==> src/rtl/int_sched_if.sv <==
// Bus between the interrupt scheduler, the fetch stage and the interrupt sources.
// The slave modport is the scheduler's view; master is the fetch/core side.
interface int_sched_if;
  logic [3:0]  irq;
  logic        mask_we;
  logic [3:0]  mask_wdata;
  logic        stall_F;
  logic        branch_D;
  logic [31:0] pc_F;
  logic        rti;
  logic        int_take;
  logic [31:0] int_vector;
  logic [1:0]  int_src;
  logic        ret_take;
  logic [31:0] ret_pc;
  logic        in_service;
  logic [3:0]  pending;
  logic [3:0]  mask;

  modport slave (
    input  irq, mask_we, mask_wdata, stall_F, branch_D, pc_F, rti,
    output int_take, int_vector, int_src, ret_take, ret_pc, in_service, pending, mask
  );

  modport master (
    output irq, mask_we, mask_wdata, stall_F, branch_D, pc_F, rti,
    input  int_take, int_vector, int_src, ret_take, ret_pc, in_service, pending, mask
  );
endinterface

==> src/rtl/int_sched.sv <==
// Interrupt scheduler: edge-detects four sources, applies mask and fixed priority,
// redirects fetch only when safe, and sequences the return on rti without nesting.
module int_sched #(
  parameter logic [31:0] IA0 = 32'h00000020,
  parameter logic [31:0] IA1 = 32'h00000020,
  parameter logic [31:0] IA2 = 32'h00000009,
  parameter logic [31:0] IA3 = 32'h00000009
) (
  input logic       clk,
  input logic       reset,
  int_sched_if.slave bus
);

  typedef enum logic [2:0] {IDLE, ARM, TAKE, SERVICE, RETURN} state_e;

  state_e      state_q, state_d;
  logic [3:0]  irq_q;
  logic [3:0]  pending_q, pending_d;
  logic [3:0]  mask_q, mask_d;
  logic [1:0]  int_src_q, int_src_d;
  logic [31:0] int_vector_q, int_vector_d;
  logic [31:0] ret_pc_q, ret_pc_d;
  logic [3:0]  rise, elig;
  logic [1:0]  winner;
  logic [31:0] vec_sel;
  logic        safe;

  assign rise = bus.irq & ~irq_q;
  assign elig = pending_q & mask_q;
  assign safe = ~bus.stall_F & ~bus.branch_D;
  assign mask_d = bus.mask_we ? bus.mask_wdata : mask_q;

  // Bit 0 has the highest priority.
  always_comb begin
    casez (elig)
      4'b???1: winner = 2'd0;
      4'b??10: winner = 2'd1;
      4'b?100: winner = 2'd2;
      4'b1000: winner = 2'd3;
      default: winner = 2'd0;
    endcase
  end

  always_comb begin
    case (winner)
      2'd0:    vec_sel = IA0;
      2'd1:    vec_sel = IA1;
      2'd2:    vec_sel = IA2;
      default: vec_sel = IA3;
    endcase
  end

  always_comb begin
    state_d      = state_q;
    pending_d    = pending_q | rise;
    int_src_d    = int_src_q;
    int_vector_d = int_vector_q;
    ret_pc_d     = ret_pc_q;
    case (state_q)
      IDLE: begin
        if (elig != 4'b0000) state_d = ARM;
      end
      ARM: begin
        if (elig == 4'b0000) begin
          state_d = IDLE;
        end else if (safe) begin
          state_d      = TAKE;
          int_src_d    = winner;
          int_vector_d = vec_sel;
          ret_pc_d     = bus.pc_F;
          // A fresh edge on the winner's bit in this cycle keeps it pending.
          pending_d    = (pending_q & ~(4'b0001 << winner)) | rise;
        end
      end
      TAKE:    state_d = SERVICE;
      SERVICE: begin
        if (bus.rti) state_d = RETURN;
      end
      RETURN:  state_d = (elig != 4'b0000) ? ARM : IDLE;
      default: state_d = IDLE;
    endcase
  end

  always_ff @(posedge clk) begin
    if (reset) begin
      state_q      <= IDLE;
      irq_q        <= 4'b0000;
      pending_q    <= 4'b0000;
      mask_q       <= 4'b0000;
      int_src_q    <= 2'd0;
      int_vector_q <= 32'h0;
      ret_pc_q     <= 32'h0;
    end else begin
      state_q      <= state_d;
      irq_q        <= bus.irq;
      pending_q    <= pending_d;
      mask_q       <= mask_d;
      int_src_q    <= int_src_d;
      int_vector_q <= int_vector_d;
      ret_pc_q     <= ret_pc_d;
    end
  end

  assign bus.int_take   = (state_q == TAKE);
  assign bus.ret_take   = (state_q == RETURN);
  assign bus.in_service = (state_q == TAKE) || (state_q == SERVICE) || (state_q == RETURN);
  assign bus.int_vector = int_vector_q;
  assign bus.int_src    = int_src_q;
  assign bus.ret_pc     = ret_pc_q;
  assign bus.pending    = pending_q;
  assign bus.mask       = mask_q;

endmodule

==> src/flat_wrapper.sv <==
// flat-port wrapper written by rule: the top's interface ports become plain ports
module int_sched_flat 
#(
  parameter logic [31:0] IA0 = 32'h00000020,
  parameter logic [31:0] IA1 = 32'h00000020,
  parameter logic [31:0] IA2 = 32'h00000009,
  parameter logic [31:0] IA3 = 32'h00000009
)
  (clk, reset, bus_irq, bus_mask_we, bus_mask_wdata, bus_stall_F, bus_branch_D, bus_pc_F, bus_rti, bus_int_take, bus_int_vector, bus_int_src, bus_ret_take, bus_ret_pc, bus_in_service, bus_pending, bus_mask);
  int_sched_if bus_i ();
  input logic clk;
  input logic reset;
  input wire logic [$bits(bus_i.irq)-1:0] bus_irq;
  input wire logic [$bits(bus_i.mask_we)-1:0] bus_mask_we;
  input wire logic [$bits(bus_i.mask_wdata)-1:0] bus_mask_wdata;
  input wire logic [$bits(bus_i.stall_F)-1:0] bus_stall_F;
  input wire logic [$bits(bus_i.branch_D)-1:0] bus_branch_D;
  input wire logic [$bits(bus_i.pc_F)-1:0] bus_pc_F;
  input wire logic [$bits(bus_i.rti)-1:0] bus_rti;
  output wire logic [$bits(bus_i.int_take)-1:0] bus_int_take;
  output wire logic [$bits(bus_i.int_vector)-1:0] bus_int_vector;
  output wire logic [$bits(bus_i.int_src)-1:0] bus_int_src;
  output wire logic [$bits(bus_i.ret_take)-1:0] bus_ret_take;
  output wire logic [$bits(bus_i.ret_pc)-1:0] bus_ret_pc;
  output wire logic [$bits(bus_i.in_service)-1:0] bus_in_service;
  output wire logic [$bits(bus_i.pending)-1:0] bus_pending;
  output wire logic [$bits(bus_i.mask)-1:0] bus_mask;
  assign bus_i.irq = bus_irq;
  assign bus_i.mask_we = bus_mask_we;
  assign bus_i.mask_wdata = bus_mask_wdata;
  assign bus_i.stall_F = bus_stall_F;
  assign bus_i.branch_D = bus_branch_D;
  assign bus_i.pc_F = bus_pc_F;
  assign bus_i.rti = bus_rti;
  assign bus_int_take = bus_i.int_take;
  assign bus_int_vector = bus_i.int_vector;
  assign bus_int_src = bus_i.int_src;
  assign bus_ret_take = bus_i.ret_take;
  assign bus_ret_pc = bus_i.ret_pc;
  assign bus_in_service = bus_i.in_service;
  assign bus_pending = bus_i.pending;
  assign bus_mask = bus_i.mask;
  int_sched #(.IA0(IA0), .IA1(IA1), .IA2(IA2), .IA3(IA3)) u_core (.clk(clk), .reset(reset), .bus(bus_i));
endmodule
==> config.mk <==
export PLATFORM = sky130hd
export DESIGN_NAME = int_sched_flat
export DESIGN_NICKNAME = d
export VERILOG_FILES = /design/src/rtl/int_sched_if.sv /design/src/rtl/int_sched.sv /design/src/flat_wrapper.sv
export SDC_FILE = /design/constraint.sdc
export NUM_CORES = 1
export LEC_CHECK = 0
export BUFFER_PORTS_ARGS = -buffer_cell sky130_fd_sc_hd__buf_2
export CAP_MARGIN = 20
export CORE_ASPECT_RATIO = 1.25
export CORE_MARGIN = 3
export CORE_UTILIZATION = 39
export CTS_CLUSTER_DIAMETER = 50
export CTS_CLUSTER_SIZE = 16
export DETAILED_ROUTE_END_ITERATION = 12
export PLACE_DENSITY = 0.76
export SYNTH_ARGS = -nofsm -noshare
export SYNTH_HDL_FRONTEND = slang
export SYNTH_SLANG_ARGS = --single-unit
==> constraint.sdc <==
create_clock -name clk -period 1.2 [get_ports clk]
set_input_delay 0.24 -clock clk [delete_from_list [all_inputs] [get_ports clk]]
set_output_delay 0.24 -clock clk [all_outputs]
set_load 0.05 [all_outputs]
* After elaboration in Yosys (flattened, before gate mapping)
Cells that the tools add are included.
Cells by class: equal/unequal tests 11, reduce and logical (&&, ||, !) cells 9, mux-type cells 11, bitwise logic cells 11, shifts and indexed selects 1
Operators by type and width (count):
- $pmux W3 S5 | 1
- $and A4 B4 Y4 | 3
- $mux W3 | 4
- $mux W4 | 3
- $not A4 Y4 | 2
- $or A4 B4 Y4 | 2
- $eq A3 B2 Y1 const B | 2
- $eq A3 B3 Y1 const B | 2
- $mux W6 | 1
- $pmux W2 S3 | 1
- $reduce_and A3 Y1 | 2
- $eq A4 B4 Y1 const B | 1
- $logic_not A4 Y1 | 1
- $reduce_bool A4 Y1 | 1
- $shl A1 B2 Y4 const A | 1
- $eq A3 B1 Y1 const B | 1
- $logic_not A3 Y1 | 1
- $ne A3 B1 Y1 const B | 1
- $not A1 Y1 | 3
- $eq A2 B1 Y1 const B | 1
- $eq A2 B2 Y1 const B | 1
- $logic_not A2 Y1 | 1
- $logic_or A1 B1 Y1 | 2
- $ne A2 B1 Y1 const B | 1
- 4 further kinds | 4
Storage, ports and cells: output and inout port bits 77, logic and storage cells 50, bits of input ports 46, bits in registers 81

* Depth between registers and ports, before layout
word-level depth 10, depth in mapped cells 6, depth with buffers taken out 4

* Least setup slack after synthesis
Ideal clock, no wire load.
path kind register -> output, start point register u_core.state_q[1], end point output bus_in_service, buffers on the path 0, stages on the path, launching flop included 3, required time 0.960 ns, data arrival time 2.114 ns, setup slack -1.154 ns, cells stage by stage dfxtp_1 nor3b_1 nand2b_1
Between the ends: elaborated cells on any way between the ends 5, classes of those cells eq/ne (3); reduce/logical (2)
RTL lines:
- start: declaration | line int_sched.sv:16 | state_e state_q, state_d;
- start signal: assignment | line int_sched.sv:94 | state_q <= state_d;
- $eq A3 B3 Y1
- net bus_ret_take | line flat_wrapper.sv:23 | output wire logic [$bits(bus_i.ret_take)-1:0] bus_ret_take;
- $logic_or A1 B1 Y1 | line int_sched.sv:106 | assign bus.in_service = (state_q == TAKE) || (state_q == SERVICE) || (state_q == RETURN);
- end: declaration | line flat_wrapper.sv:25 | output wire logic [$bits(bus_i.in_service)-1:0] bus_in_service;
The timed path passes the listed nets, and every way through them passes these cells.

* Worst setup path after layout
start point register u_core.state_q[0], end point output bus_in_service
Between the ends: word-level cells in the longest chain between the ends 3, elaborated cells on any way between the ends 5, classes of those cells eq/ne (3); reduce/logical (2)
RTL lines (line):
- $eq A3 B2 Y1 | int_sched.sv:106
- $logic_or A1 B1 Y1 | int_sched.sv:106
- $logic_or A1 B1 Y1 * | int_sched.sv:106
Every way passes the cells marked *; elsewhere a longest branch is shown, timed or not.

==> out/summary.txt <==
Die ar.: 6323 um2
Fillers: 438
Die H: 88.16 um
HP Start: bus_irq[0]
Top post-synthesis cells by count: nand2_1, dfxtp_1, a21oi_1, buf_4, nor2_1
Synth Register Bits: 50
Failing checks: setup timing
Startpoint class of the critical path: flop
Largest net degree at the start of global routing: 18
First drt pass iteration count: 4
Reg2Reg Depth: 5
Site row count: 29
Synth area leaders: dfxtp_1, buf_4, nand2_1
Global-route wire length before repair: 8045 um
P_leak: 0.001542 uW
Clk_lat worst skew: 290 ps
Design Area, Final: 3312 um2
# Max-Cap Violations: 0
Syn avg cell area: 8.323 um2
Syn Std Cell Area: 2106 um2
Worst Hold Path EP: u_core.irq_q[0]
Initial antenna violation count: 0
Grt ovf: 0
Cts bufs inserted: 5
Yosys top cell area share: 47.53%
DRC Markers: 0
Final worst-path cycle share: 116.2%
Final WL: 5746 um
Asr flop ratio synth: 0%
# setup viols final: 39
Setup repair after global routing missed its margin: true
I/O Buffers: 93
Share of cells above drive strength 1: 53.66%
CP endpoint kind: output pin
RePlAce Congestion: 0.7557
Kind of critical path: reg2out
Via count: 2048
Worst R2R Start: u_core.state_q[1]
Number of diodes: 0
Gr usage total: 15.88%
Final ANT Viol Nets: 0
Critical Path RT: 960 ps
DRT iter0 DRCs: 98
Unique masters post-synth: 28
Largest area contributor in the netlist: dfxtp_1
Hold_buf cts: 0
Initial Util: 40.87%
Io pins: 123
Core Box Area: 5152 um2
Vias in the first global route: 1833
Mux cell area share after synthesis: 1.901%
Yosys warns: 0
Status: finished, violations left
CP Data Arrival Time: 1150 ps
Clock Root Buffer: clkbuf_8
Vias per inst: 4.752
Top-count cell post-synth: nand2_1
Main combinational cell family by area after synthesis: simple AND/OR/NAND/NOR gates
Routed len/inst: 13.33 um
Hold Vio Cnt, Final: 0
Die X: 71.73 um
Seq/Total Area, Yosys: 47.53%
Setup WS post-layout: -194.2 ps
Clk buf depth: 2
Synthesis-to-layout area growth: 57.28%
Post-Synth XOR/XNOR Area: 0%
Simple-gate portion of the synthesized area: 21.21%
Pwr Density: 990.8 nW/um2
Area after DPL: 2715 um2
Final net count: 414
Final Critical Period: 1394 ps
Main flop type after synthesis: dfxtp_1
TritonCTS clock tree: done
Hold WC Path Type: in2reg
Worst VDD drop: 0.6611 mV
Synthesized instance count: 253
Fmax: 717.3 MHz
Crit-path max FO: 3
Hold path depth: 2
Post-Place Worst Slack: -163.1 ps
Post-synth EDFFs: 0
R2R Path End: u_core.bus.ret_pc[6]
Final Slew Violations: 0
Clk sinks: 50
Clk pin slew, worst setup/hold paths: 80 ps
CTS H-tree depth: 2
R2r setup slk: -190 ps
Clock Skew: 6.377 ps
Synth Area in Compound Gates: 14.68%
Adder-Cell Fraction of Synth Area: 0%
DP HPWL: 3773 um
-- cells by family after synthesis --
logic type	count (synthesis)
AOI/OAI and AO/OA	52
buffers and inverters	44
DFF	50
muxes	4
other	1
and+or+nand+nor	102
-- placed cells by master (no fill, tap or decap), drive strengths merged, types with 2 or more instances in the layout --
| master | netlist | final |
|---|---|---|
| nand2 | 70 | 70 |
| o21ai | 2 | 2 |
| mux2i | 4 | 4 |
| and2 | 2 | 2 |
| nor3b | 2 | 2 |
| a21oi | 39 | 39 |
| nor3 | 3 | 3 |
| nor2 | 9 | 9 |
| nor2b | 8 | 8 |
| nand3 | 3 | 3 |
| conb | 1 | 29 |
| clkbuf | 6 | 15 |
| a22o | 2 | 2 |
| buf | 38 | 117 |
| dfxtp | 50 | 50 |
| nand2b | 4 | 4 |
-- worst max-delay path: stages (launching register included) --
cell	delay (ps)
dfxtp_4	370
nor3b_4	200
nand2b_4	160
buf_8	140
-- stage by stage --
stage               power, uW  utilization (%)  setup TNS [ps]  std cells  hold slack [ps]
floorplan                2216                -           -5202        281            368.2
global placement         2293            52.70           -3551        410            434.4
detailed placement       2298            52.70           -4732        410            441.9
CTS                      3253            57.53           -5203        424            163.3
global route             3408            64.28           -8668        431            166.2
finish                   3282            64.28           -6154        431            168.8
-- report_power, final --
part           internal (uW)  leakage [uW]  switching, uW
Combinational            194       0.00109            438
Sequential              1690      0.000412           24.6
Clock                    416     0.0000395            524
Total                   2300       0.00154            986
-- cell type report --
type                       count  area (um2)  share of cell area, %
sequential                    50        1031                  31.13
clock buffer                   8       80.08                  2.418
timing repair buffer         124       938.4                  28.33
multi-input combinational    187        1185                  35.78
tap                           62       77.57                  2.342
-- registers in the layout (all words and copies together) (netlist names) --
name / count
u_core.bus.mask: 4
u_core.bus.int_src: 1
u_core.bus.int_vector: 2
u_core.state_q: 3
u_core.bus.ret_pc: 32
u_core.irq_q: 4
u_core.bus.pending: 4
-- worst max-delay path by stage --
stage | startpoint | cells past startpoint | slack, ps | endpoint
CTS | u_core.state_q[1] | 3 | -200 | bus_in_service
floorplan | u_core.state_q[1] | 2 | -250 | bus_in_service
finish | u_core.state_q[0] | 3 | -190 | bus_in_service
detailed placement | bus_stall_F | 6 | -160 | u_core.bus.ret_pc[18]
global placement | u_core.bus.mask[2] | 5 | -110 | u_core.bus.ret_pc[7]
global route | u_core.state_q[1] | 3 | -270 | bus_in_service
-- what timing repair did --
item,CTS,global route
pin swaps,7,30
setup buffers,6,6
gates resized for setup,37,86
endpoints found under the setup margin,48,54
endpoints found under the hold margin,0,0
cloned,1,3
-- metal layers --
layer / GRT usage, % / share of wire, %
met1: 17.80 / 36
met2: 28.76 / 54
met3: 5.281 / 8.9
met4: 4.103 / 1.3
met5: 0 / 0
Note: power is estimated with default switching activity, not from simulation.
